**src/rtl/ysyx_23060187_pkg.sv**
```systemverilog
// Shared definitions for the ysyx_23060187 decode stage: opcodes, instruction
// format codes, buffer states and the decoded-instruction bundle.
// Optional feature macro: YSYX_23060187_ILLEGAL_CHK_EN (illegal-instruction flag).
package ysyx_23060187_pkg;

    localparam logic [6:0] OPC_LUI       = 7'b0110111;
    localparam logic [6:0] OPC_AUIPC     = 7'b0010111;
    localparam logic [6:0] OPC_JAL       = 7'b1101111;
    localparam logic [6:0] OPC_JALR      = 7'b1100111;
    localparam logic [6:0] OPC_BRANCH    = 7'b1100011;
    localparam logic [6:0] OPC_LOAD      = 7'b0000011;
    localparam logic [6:0] OPC_STORE     = 7'b0100011;
    localparam logic [6:0] OPC_OP_IMM    = 7'b0010011;
    localparam logic [6:0] OPC_OP        = 7'b0110011;
    localparam logic [6:0] OPC_SYSTEM    = 7'b1110011;
    localparam logic [6:0] OPC_OP_IMM_32 = 7'b0011011;
    localparam logic [6:0] OPC_OP_32     = 7'b0111011;

    // The only SYSTEM encodings accepted when illegal checking is enabled
    localparam logic [31:0] INST_ECALL  = 32'h0000_0073;
    localparam logic [31:0] INST_EBREAK = 32'h0010_0073;

    // Storage width of pc/imm inside the bundle; the top slices down to XLEN
    localparam int XLEN_MAX = 64;

    typedef enum logic [2:0] {
        FMT_R    = 3'd0,
        FMT_I    = 3'd1,
        FMT_S    = 3'd2,
        FMT_B    = 3'd3,
        FMT_U    = 3'd4,
        FMT_J    = 3'd5,
        FMT_NONE = 3'd6
    } fmt_e;

    typedef enum logic [1:0] {
        ST_EMPTY = 2'd0,
        ST_BUSY  = 2'd1,
        ST_FULL  = 2'd2
    } buf_state_e;

    typedef struct packed {
        logic [XLEN_MAX-1:0] pc;
        logic [6:0]          opcode;
        logic [2:0]          fun3;
        logic                fun7;
        logic [4:0]          rs1;
        logic [4:0]          rs2;
        logic [4:0]          rd;
        logic                rs1_en;
        logic                rs2_en;
        logic                rd_we;
        fmt_e                fmt;
        logic [XLEN_MAX-1:0] imm;
        logic                illegal;
    } dec_bundle_t;

    // Opcode to instruction format; the *-32 opcodes only exist on RV64
    function automatic fmt_e opcode_fmt(input logic [6:0] opc, input logic rv64);
        fmt_e f;
        case (opc)
            OPC_LUI, OPC_AUIPC:                      f = FMT_U;
            OPC_JAL:                                 f = FMT_J;
            OPC_JALR, OPC_LOAD, OPC_OP_IMM,
            OPC_SYSTEM:                              f = FMT_I;
            OPC_STORE:                               f = FMT_S;
            OPC_BRANCH:                              f = FMT_B;
            OPC_OP:                                  f = FMT_R;
            OPC_OP_IMM_32:                           f = rv64 ? FMT_I : FMT_NONE;
            OPC_OP_32:                               f = rv64 ? FMT_R : FMT_NONE;
            default:                                 f = FMT_NONE;
        endcase
        return f;
    endfunction

endpackage

```
**src/rtl/ysyx_23060187_imm_gen.sv**
```systemverilog
// Immediate generator: assembles the immediate for each RV32I/RV64I format
// and sign-extends it from inst[31] to XLEN. R-type and unknown formats yield 0.
module ysyx_23060187_imm_gen
    import ysyx_23060187_pkg::*;
#(
    parameter int XLEN = 32
) (
    input  logic [31:0]     inst_i,
    input  fmt_e            fmt_i,
    output logic [XLEN-1:0] imm_o
);

    logic [31:0] imm32;
    logic        unused_opc;

    // The opcode field never contributes to an immediate
    assign unused_opc = ^inst_i[6:0];

    // Per-format bit gather into a 32-bit signed immediate
    always_comb begin
        imm32 = '0;
        case (fmt_i)
            FMT_I:   imm32 = {{20{inst_i[31]}}, inst_i[31:20]};
            FMT_S:   imm32 = {{20{inst_i[31]}}, inst_i[31:25], inst_i[11:7]};
            FMT_B:   imm32 = {{19{inst_i[31]}}, inst_i[31], inst_i[7],
                              inst_i[30:25], inst_i[11:8], 1'b0};
            FMT_U:   imm32 = {inst_i[31:12], 12'b0};
            FMT_J:   imm32 = {{11{inst_i[31]}}, inst_i[31], inst_i[19:12],
                              inst_i[20], inst_i[30:21], 1'b0};
            default: imm32 = '0;
        endcase
    end

    // Widen to XLEN keeping the sign
    assign imm_o = XLEN'($signed(imm32));

endmodule

```
**src/rtl/ysyx_23060187_decode_stage.sv**
```systemverilog
// Decode stage between fetch and execute. Decodes the incoming instruction
// combinationally and holds results in a two-entry skid buffer (main + skid)
// so in_ready can be a register while still sustaining one instruction/cycle.
// Optional feature macro: YSYX_23060187_ILLEGAL_CHK_EN adds out_illegal.
//
// state    | meaning
// ---------+-------------------------------------------------------------
// ST_EMPTY | nothing buffered, in_ready = 1
// ST_BUSY  | main holds one entry presented on the outputs, in_ready = 1
// ST_FULL  | main and skid both hold entries, in_ready = 0
module ysyx_23060187_decode_stage
    import ysyx_23060187_pkg::*;
#(
    parameter int XLEN = 32
) (
    input  logic            clk,
    input  logic            rst_n,
    input  logic            flush,
    input  logic            in_valid,
    output logic            in_ready,
    input  logic [31:0]     in_inst,
    input  logic [XLEN-1:0] in_pc,
    output logic            out_valid,
    input  logic            out_ready,
    output logic [XLEN-1:0] out_pc,
    output logic [6:0]      out_opcode,
    output logic [2:0]      out_fun3,
    output logic            out_fun7,
    output logic [4:0]      out_rs1,
    output logic [4:0]      out_rs2,
    output logic [4:0]      out_rd,
    output logic            out_rs1_en,
    output logic            out_rs2_en,
    output logic            out_rd_we,
    output logic [2:0]      out_fmt,
    output logic [XLEN-1:0] out_imm
`ifdef YSYX_23060187_ILLEGAL_CHK_EN
    ,
    output logic            out_illegal
`endif
);

    buf_state_e       state_q, state_d;
    logic             in_ready_q;
    dec_bundle_t      dec;
    dec_bundle_t      main_q, main_d;
    dec_bundle_t      skid_q, skid_d;
    fmt_e             fmt;
    logic [XLEN-1:0]  imm_x;
    logic             accept;
    logic             drain;
    logic             unused_bits;

    // Upper pc/imm bits and (without the checker) the illegal bit are never read
    assign unused_bits = ^{main_q, skid_q};

    assign fmt = opcode_fmt(in_inst[6:0], XLEN == 64);

    ysyx_23060187_imm_gen #(
        .XLEN (XLEN)
    ) u_imm_gen (
        .inst_i (in_inst),
        .fmt_i  (fmt),
        .imm_o  (imm_x)
    );

    // Combinational decode of the offered instruction into a bundle
    always_comb begin
        dec        = '0;
        dec.pc     = XLEN_MAX'(in_pc);
        dec.opcode = in_inst[6:0];
        dec.fun3   = in_inst[14:12];
        dec.fun7   = in_inst[30];
        dec.rs1    = in_inst[19:15];
        dec.rs2    = in_inst[24:20];
        dec.rd     = in_inst[11:7];
        dec.fmt    = fmt;
        dec.rs1_en = fmt inside {FMT_R, FMT_I, FMT_S, FMT_B};
        dec.rs2_en = fmt inside {FMT_R, FMT_S, FMT_B};
        dec.rd_we  = (fmt inside {FMT_R, FMT_I, FMT_U, FMT_J}) && (in_inst[11:7] != 5'd0);
        dec.imm    = XLEN_MAX'($signed(imm_x));
`ifdef YSYX_23060187_ILLEGAL_CHK_EN
        dec.illegal = (fmt == FMT_NONE) ||
                      ((in_inst[6:0] == OPC_SYSTEM) &&
                       (in_inst != INST_ECALL) && (in_inst != INST_EBREAK));
`endif
    end

    assign accept = in_valid & in_ready_q;
    assign drain  = out_valid & out_ready;

    // Next-state and entry movement; flush overrides any accept or drain
    always_comb begin
        state_d = state_q;
        main_d  = main_q;
        skid_d  = skid_q;
        if (flush) begin
            state_d = ST_EMPTY;
        end else begin
            case (state_q)
                ST_EMPTY: begin
                    if (accept) begin
                        state_d = ST_BUSY;
                        main_d  = dec;
                    end
                end
                ST_BUSY: begin
                    if (accept && !drain) begin
                        state_d = ST_FULL;
                        skid_d  = dec;
                    end else if (accept && drain) begin
                        main_d  = dec;
                    end else if (drain) begin
                        state_d = ST_EMPTY;
                    end
                end
                ST_FULL: begin
                    if (drain) begin
                        state_d = ST_BUSY;
                        main_d  = skid_q;
                    end
                end
                default: state_d = ST_EMPTY;
            endcase
        end
    end

    // State register; in_ready is precomputed from the next state
    always_ff @(posedge clk or negedge rst_n) begin
        if (!rst_n) begin
            state_q    <= ST_EMPTY;
            in_ready_q <= 1'b1;
        end else begin
            state_q    <= state_d;
            in_ready_q <= (state_d != ST_FULL);
        end
    end

    // Buffer entries, cleared on reset so the outputs read back as zero
    always_ff @(posedge clk or negedge rst_n) begin
        if (!rst_n) begin
            main_q <= '0;
            skid_q <= '0;
        end else begin
            main_q <= main_d;
            skid_q <= skid_d;
        end
    end

    // Outputs always come from the main entry
    always_comb begin
        in_ready   = in_ready_q;
        out_valid  = (state_q == ST_BUSY) || (state_q == ST_FULL);
        out_pc     = main_q.pc[XLEN-1:0];
        out_opcode = main_q.opcode;
        out_fun3   = main_q.fun3;
        out_fun7   = main_q.fun7;
        out_rs1    = main_q.rs1;
        out_rs2    = main_q.rs2;
        out_rd     = main_q.rd;
        out_rs1_en = main_q.rs1_en;
        out_rs2_en = main_q.rs2_en;
        out_rd_we  = main_q.rd_we;
        out_fmt    = main_q.fmt;
        out_imm    = main_q.imm[XLEN-1:0];
`ifdef YSYX_23060187_ILLEGAL_CHK_EN
        out_illegal = main_q.illegal;
`endif
    end

endmodule

```
**config.mk**
```make
export PLATFORM = sky130hd
export DESIGN_NAME = ysyx_23060187_decode_stage
export DESIGN_NICKNAME = d
export VERILOG_FILES = /design/src/rtl/ysyx_23060187_pkg.sv /design/src/rtl/ysyx_23060187_imm_gen.sv /design/src/rtl/ysyx_23060187_decode_stage.sv
export SDC_FILE = /design/constraint.sdc
export NUM_CORES = 1
export LEC_CHECK = 0
export CORE_MARGIN = 2
export CORE_UTILIZATION = 34
export DETAILED_ROUTE_END_ITERATION = 7
export PLACE_DENSITY = 0.66
export SETUP_SLACK_MARGIN = 0.3
export SLEW_MARGIN = 5
export SYNTH_ARGS = -nofsm -noshare
export SYNTH_HDL_FRONTEND = slang
export SYNTH_HIERARCHICAL = 1
export SYNTH_SLANG_ARGS = --single-unit
```
**constraint.sdc**
```tcl
create_clock -name clk -period 2.5 [get_ports clk]
set_input_delay 0.5 -clock clk [delete_from_list [all_inputs] [get_ports clk]]
set_output_delay 0.5 -clock clk [all_outputs]
set_load 0.01 [all_outputs]
```
==> Word level (Yosys, flattened, before mapping) <==
Index checks and enable logic that the tools add are counted.
{ "totals": {"word_cells": 81, "output_inout_bits": 98, "register_bits": 195} }
{ "op_classes": {"n_eq_ne": 22, "n_reduce_logical": 16, "mux": 14, "bitwise": 3} }
{ "ops": {"columns": ["op", "n"], "rows": [
  ["$mux 129", 4],
  ["$pmux 129 s3", 1],
  ["$pmux 32 s5", 1],
  ["$eq 7x7->1 const B", 4],
  ["$eq 7x6->1 const B", 3],
  ["$pmux 3 s6", 1],
  ["$eq 7x5->1 const B", 2],
  ["$mux 2", 6],
  ["$ne 2x2->1 const B", 5],
  ["$reduce_bool 4->1", 2],
  ["$eq 7x2->1 const B", 1],
  ["$eq 3x2->1 const B", 2],
  ["$eq 3x3->1 const B", 2],
  ["$pmux 2 s3", 1],
  ["$reduce_and 6->1", 1],
  ["$reduce_bool 3->1", 2],
  ["$reduce_bool 5->1", 1],
  ["$reduce_or 4->1", 1],
  ["$eq 3x1->1 const B", 1],
  ["$logic_and 1x1->1", 3],
  ["$logic_not 3->1", 1],
  ["$reduce_and 3->1", 1],
  ["$and 1x1->1", 2],
  ["$eq 2x1->1 const B", 1],
  ["6 further kinds", 6]
]} }

==> Logic depth before layout (Yosys ltp) <==
{ "logic_depth": {"word_depth": 9, "depth_mapped": 10} }

==> By module <==
Netlist, hierarchy kept.
{ "modules_own_cells": {"columns": ["module", "area_each_um2", "seq_area_each_um2", "cells_per_inst", "instances"], "rows": [
  ["ysyx_23060187_decode_stage", 8503.2, 4880.9, 875, 1],
  ["ysyx_23060187_imm_gen", 531.8, 0.0, 70, 1]
]} }

==> Worst setup path before layout <==
No wires, ideal clock.
{ "synth_timing": {"path_kind": "input -> register", "from": "input in_inst[6]", "to": "register main_q (netlist bit out_imm[12])", "cell_stages": 10, "required_ns": 2.377, "path_slack_ns": 0.329, "t_arrival_ns": 2.048, "cell_sequence": "buf_2 -> nor2b_1 -> a2111oi_2 -> inv_1 -> buf_2 -> and2b_1 -> buf_2 -> o2bb2ai_1 -> mux2i_1 -> o21ai_1"} }
{ "synth_lines": {"columns": ["element", "line_no", "rtl"], "rows": [
  ["start, declared", "ysyx_23060187_decode_stage.sv:21", "input logic [31:0] in_inst,"],
  ["end signal, assigned", "ysyx_23060187_decode_stage.sv:145", "main_q <= main_d;"],
  ["end, declared", "ysyx_23060187_decode_stage.sv:46", "dec_bundle_t main_q, main_d;"]
]} }

==> Worst setup path in the final report <==
{ "layout_timing": {"from": "register state_q[0]", "to": "output out_valid"} }
{ "layout_via": {"elab_chain_len": 2, "word_cells_on_any_way": 3, "cone_classes": "2 x eq/ne; 1 x reduce/logical"} }
{ "layout_lines": {"columns": ["element", "line_no", "rtl"], "rows": [
  ["start, declared", "ysyx_23060187_decode_stage.sv:43", "buf_state_e state_q, state_d;"],
  ["start signal, assigned", "ysyx_23060187_decode_stage.sv:134", "state_q <= state_d;"],
  ["$eq 2x1->1 / $eq 2x2->1 (equally long branches)", "ysyx_23060187_decode_stage.sv:153", "out_valid = (state_q == ST_BUSY) || (state_q == ST_FULL);"],
  ["$logic_or 1x1->1 (*)", "ysyx_23060187_decode_stage.sv:153", null],
  ["end, declared", "ysyx_23060187_decode_stage.sv:23", "output logic out_valid,"]
]} }
Mark *: on every way between the ends. The rest lies on a longest branch, timed or not.

==> summary.txt <==
Critical path
  – Crit path DAT: 1610 ps
  – Critical Path Max Stage Delay: 410 ps
  – Family with the most delay on the worst path: buffers and inverters
  – Buffers & Inverters on Critical Path: 2
  – Critical path class: register to primary output
  – Crit path capture type: primary output
  – Slowest-stage cell, CP: dfrtp_1
  – Worst endpoint required time: 2000 ps
  – CP max FO: 4
  – CP Launch Type: register
  – Critical path cell sequence: inv_1, ha_1, dlygate4sd2_1

Drt
  – Vias: 7,089
  – DR pass1 iterations: 4
  – WL final: 23.8 mm
  – Number of DRC markers in iteration 0: 497
  – DR DRC count: 0
  – Vias per cell: 4.84
  – WL per Instance: 16.2 microns
  – Post-route ant nets: 0

Placed design
  – Gpl congestion: 0.775
  – Number of I/O port buffers: 166
  – Post-DP Area: 11,200 sq um
  – Placement Setup Slack: -353 ps
  – Detail Placement HPWL: 15.4 mm

Logic synthesis
  – Synth Register Bits: 195
  – Simple-gate share of the synthesized area: 20.8%
  – Post-Synth XOR/XNOR Area: 0%
  – Post-synth top area share: 53.7%
  – Seq/Total Area, Yosys: 54.0%
  – Compound-gate portion of the synthesized area: 10.0%
  – Yosys warns: 6
  – Number of distinct library cells after synthesis: 57
  – Post-Syn Area per Cell: 9.56 sq um
  – Area contributors post-synth: dfrtp_1, nand2_1, mux2i_1
  – Syn nets: 1,018
  – Largest family of logic cells by synthesized area: simple AND/OR/NAND/NOR gates
  – Post-Synthesis Cell Area: 9030 sq um
  – Synth Instances: 945
  – Yosys top cell by area: dfrtp_1
  – Synth async-reset ratio: 100%
  – Main synth FF type: dfrtp_1
  – Number of synthesized flops with an enable pin: 0
  – Adder-cell share of the synthesized area: 0.665%
  – Post-synthesis mux area share: 10.3%

Status
  – Run status: finished clean

Timing
  – Slew Limit Fails: 0
  – Minimum clock period: 2110 ps
  – Fmax: 473 MHz
  – Fin crit share: 84.6%
  – Skew final: 17.6 ps
  – Relative slew slack: 53.3%
  – Final TNS setup: 0 ps
  – Final hold vios: 0
  – Worst Tran Pin Value: 700 ps
  – RSZ-0062 raised after global routing: no
  – PnR worst setup slack: 385 ps
  – Finish-stage setup viols: 0

Power
  – Worst vdd ir: 0.509 mV
  – P_leak: 0.00541 uW
  – P_sw: 3220 uW
  – Int Pwr: 7090 uW
  – Cell Pwr Density: 850 nW/um^2
  – Clk pwr share: 28.3%
  – Final Power: 10,300 uW
  – Reg power frac: 44.3%
  – Combinational fraction of design power: 27.4%
  – Switching Share: 31.3%

GRT
  – GRT overflow: 0
  – GR Util All Layers: 17.0%
  – Number of global-route vias before repair: 6,934
  – Largest net degree at the start of global routing: 96
  – Initial antenna violation count: 0
  – First-pass GRT wire length: 37.9 mm

Final layout
  – Syn-to-layout area delta: 34.2%
  – Final Cell Area: 12,100 sq um
  – Share of layout cells above drive strength 1: 11.8%
  – # diodes: 0
  – Final Core Density: 46.5%
  – Final nets: 1,190

Clock network
  – Clk_lat worst skew: 440 ps
  – Clock Path Buffers: 2
  – Root buf cell: clkbuf_16
  – Reg clk slew, reported paths: 80 ps
  – CTS buffer count: 17
  – CTS tree: yes
  – Num Clock Sinks: 195
  – Htree depth: 4

Hold path
  – Hold crit path type: primary input to asynchronous set/reset pin

Floorplanning
  – Rows: 59
  – Width of the die: 167 microns
  – # IOs: 167
  – DIE HEIGHT: 167 microns
  – Placeable Area: 26,100 sq um
  – Initial core utilization: 34.7%
  – Die area: 27,900 sq um

Run
  – # Max-Cap Violations: 0
[cell usage in the layout (no fill, tap or decap), drive strengths merged, types with 2 or more instances in the layout]
cell type / count
nand4b: 3
nor2: 8
clkdlybuf4s50: 159
a21boi: 7
o21ai: 102
a22o: 4
nand2: 378
nand3: 11
clkinv: 5
nor2b: 5
nand2b: 5
and2: 2
inv: 12
dlygate4sd2: 3
nor3: 4
a21oi: 2
nand3b: 4
mux2i: 92
dlymetal6s2s: 3
a21o: 2
buf: 49
nand4bb: 12
o2bb2ai: 9
ha: 4
bufinv: 2
a31oi: 3
dfrtp: 194
a22oi: 4
clkbuf: 21
[worst paths after layout]
check | depth (start not counted) | startpoint | to | slack (ps)
max in group asynchronous | 2 | rst_n | out_pc[26] | 1740
min reg2reg | 2 | skid_q[70] | skid_q[70] | 470
min in group clk | 4 | in_inst[6] | skid_q[96] | 460
max | 3 | state_q[0] | out_valid | 390
max reg2reg | 9 | state_q[0] | skid_q[67] | 450
min | 1 | rst_n | out_pc[6] | 40
[what timing repair did]
action,in CTS,in global routing
gates cloned,1,3
resized for setup,18,22
endpoints found under the setup margin,52,99
buffers inserted,0,6
pin swaps,3,4
hold buffers,0,0
[sequential cells by signal, indices dropped and copies added, names as in the netlist, 2 cells and up]
register / cells
state_q: 2
out_pc: 32
skid_q: 96
out_rs1: 5
out_rs2: 5
out_fun3: 3
out_rd: 5
out_opcode: 7
out_imm: 32
out_fmt: 3
[cell usage after synthesis (all sizes together), types with 2 or more instances]
cell type and n:
nor2b 5, clkbuf 20, nand3 11, inv 6, nand4b 3, a21oi 2
o21ai 102, a22o 4, nand3b 4, a22oi 4, o2bb2ai 9, nor2 8
nand2 378, nor3 4, nand4bb 12, buf 45, a31oi 3, nand2b 5
and2 2, ha 4, a21boi 7, dfrtp 194, mux2i 92
[area by class of cell]
| class | count | area (sq um) |
|---|---|---|
| Timing Repair Buffer | 217 | 2270 |
| Tap cell | 335 | 419 |
| Sequential cell | 195 | 4880 |
| Fill cell | 2426 | 13900 |
| Clock inverter | 14 | 191 |
| Multi-Input combinational cell | 680 | 3900 |
| Clock buffer | 18 | 439 |
| Inverter | 6 | 22.5 |
[layer usage]
metal	track usage [%]	part of all wire (%)
met5	0	0
met4	4.87	1.3
met1	23.5	47
met3	3.80	5.4
met2	26.7	47
[through the flow]
stage          cells  hold slack, ps
2_1_floorplan    945             204
3_3_place_gp    1423             454
3_5_place_dp    1423             461
4_1_cts         1456            46.9
5_1_grt         1465            61.2
6_report        1465            40.4
[logic make-up after synthesis]
logic type      after synthesis
simple gates                438
flops                       195
compound gates              143
mux                          93
buf+inv                      71
fa+ha+maj                     5
[power groups by stage]
stage               Clock, uW  Sequential, uW  Combinational [uW]
floorplan                   0            4730                1190
finish                   2920            4560                2820
global route             3120            4700                3130
global placement            0            4590                2720
CTS                      3020            4570                2800
detailed placement          0            4630                2790
(Power assumes the default switching activity.)
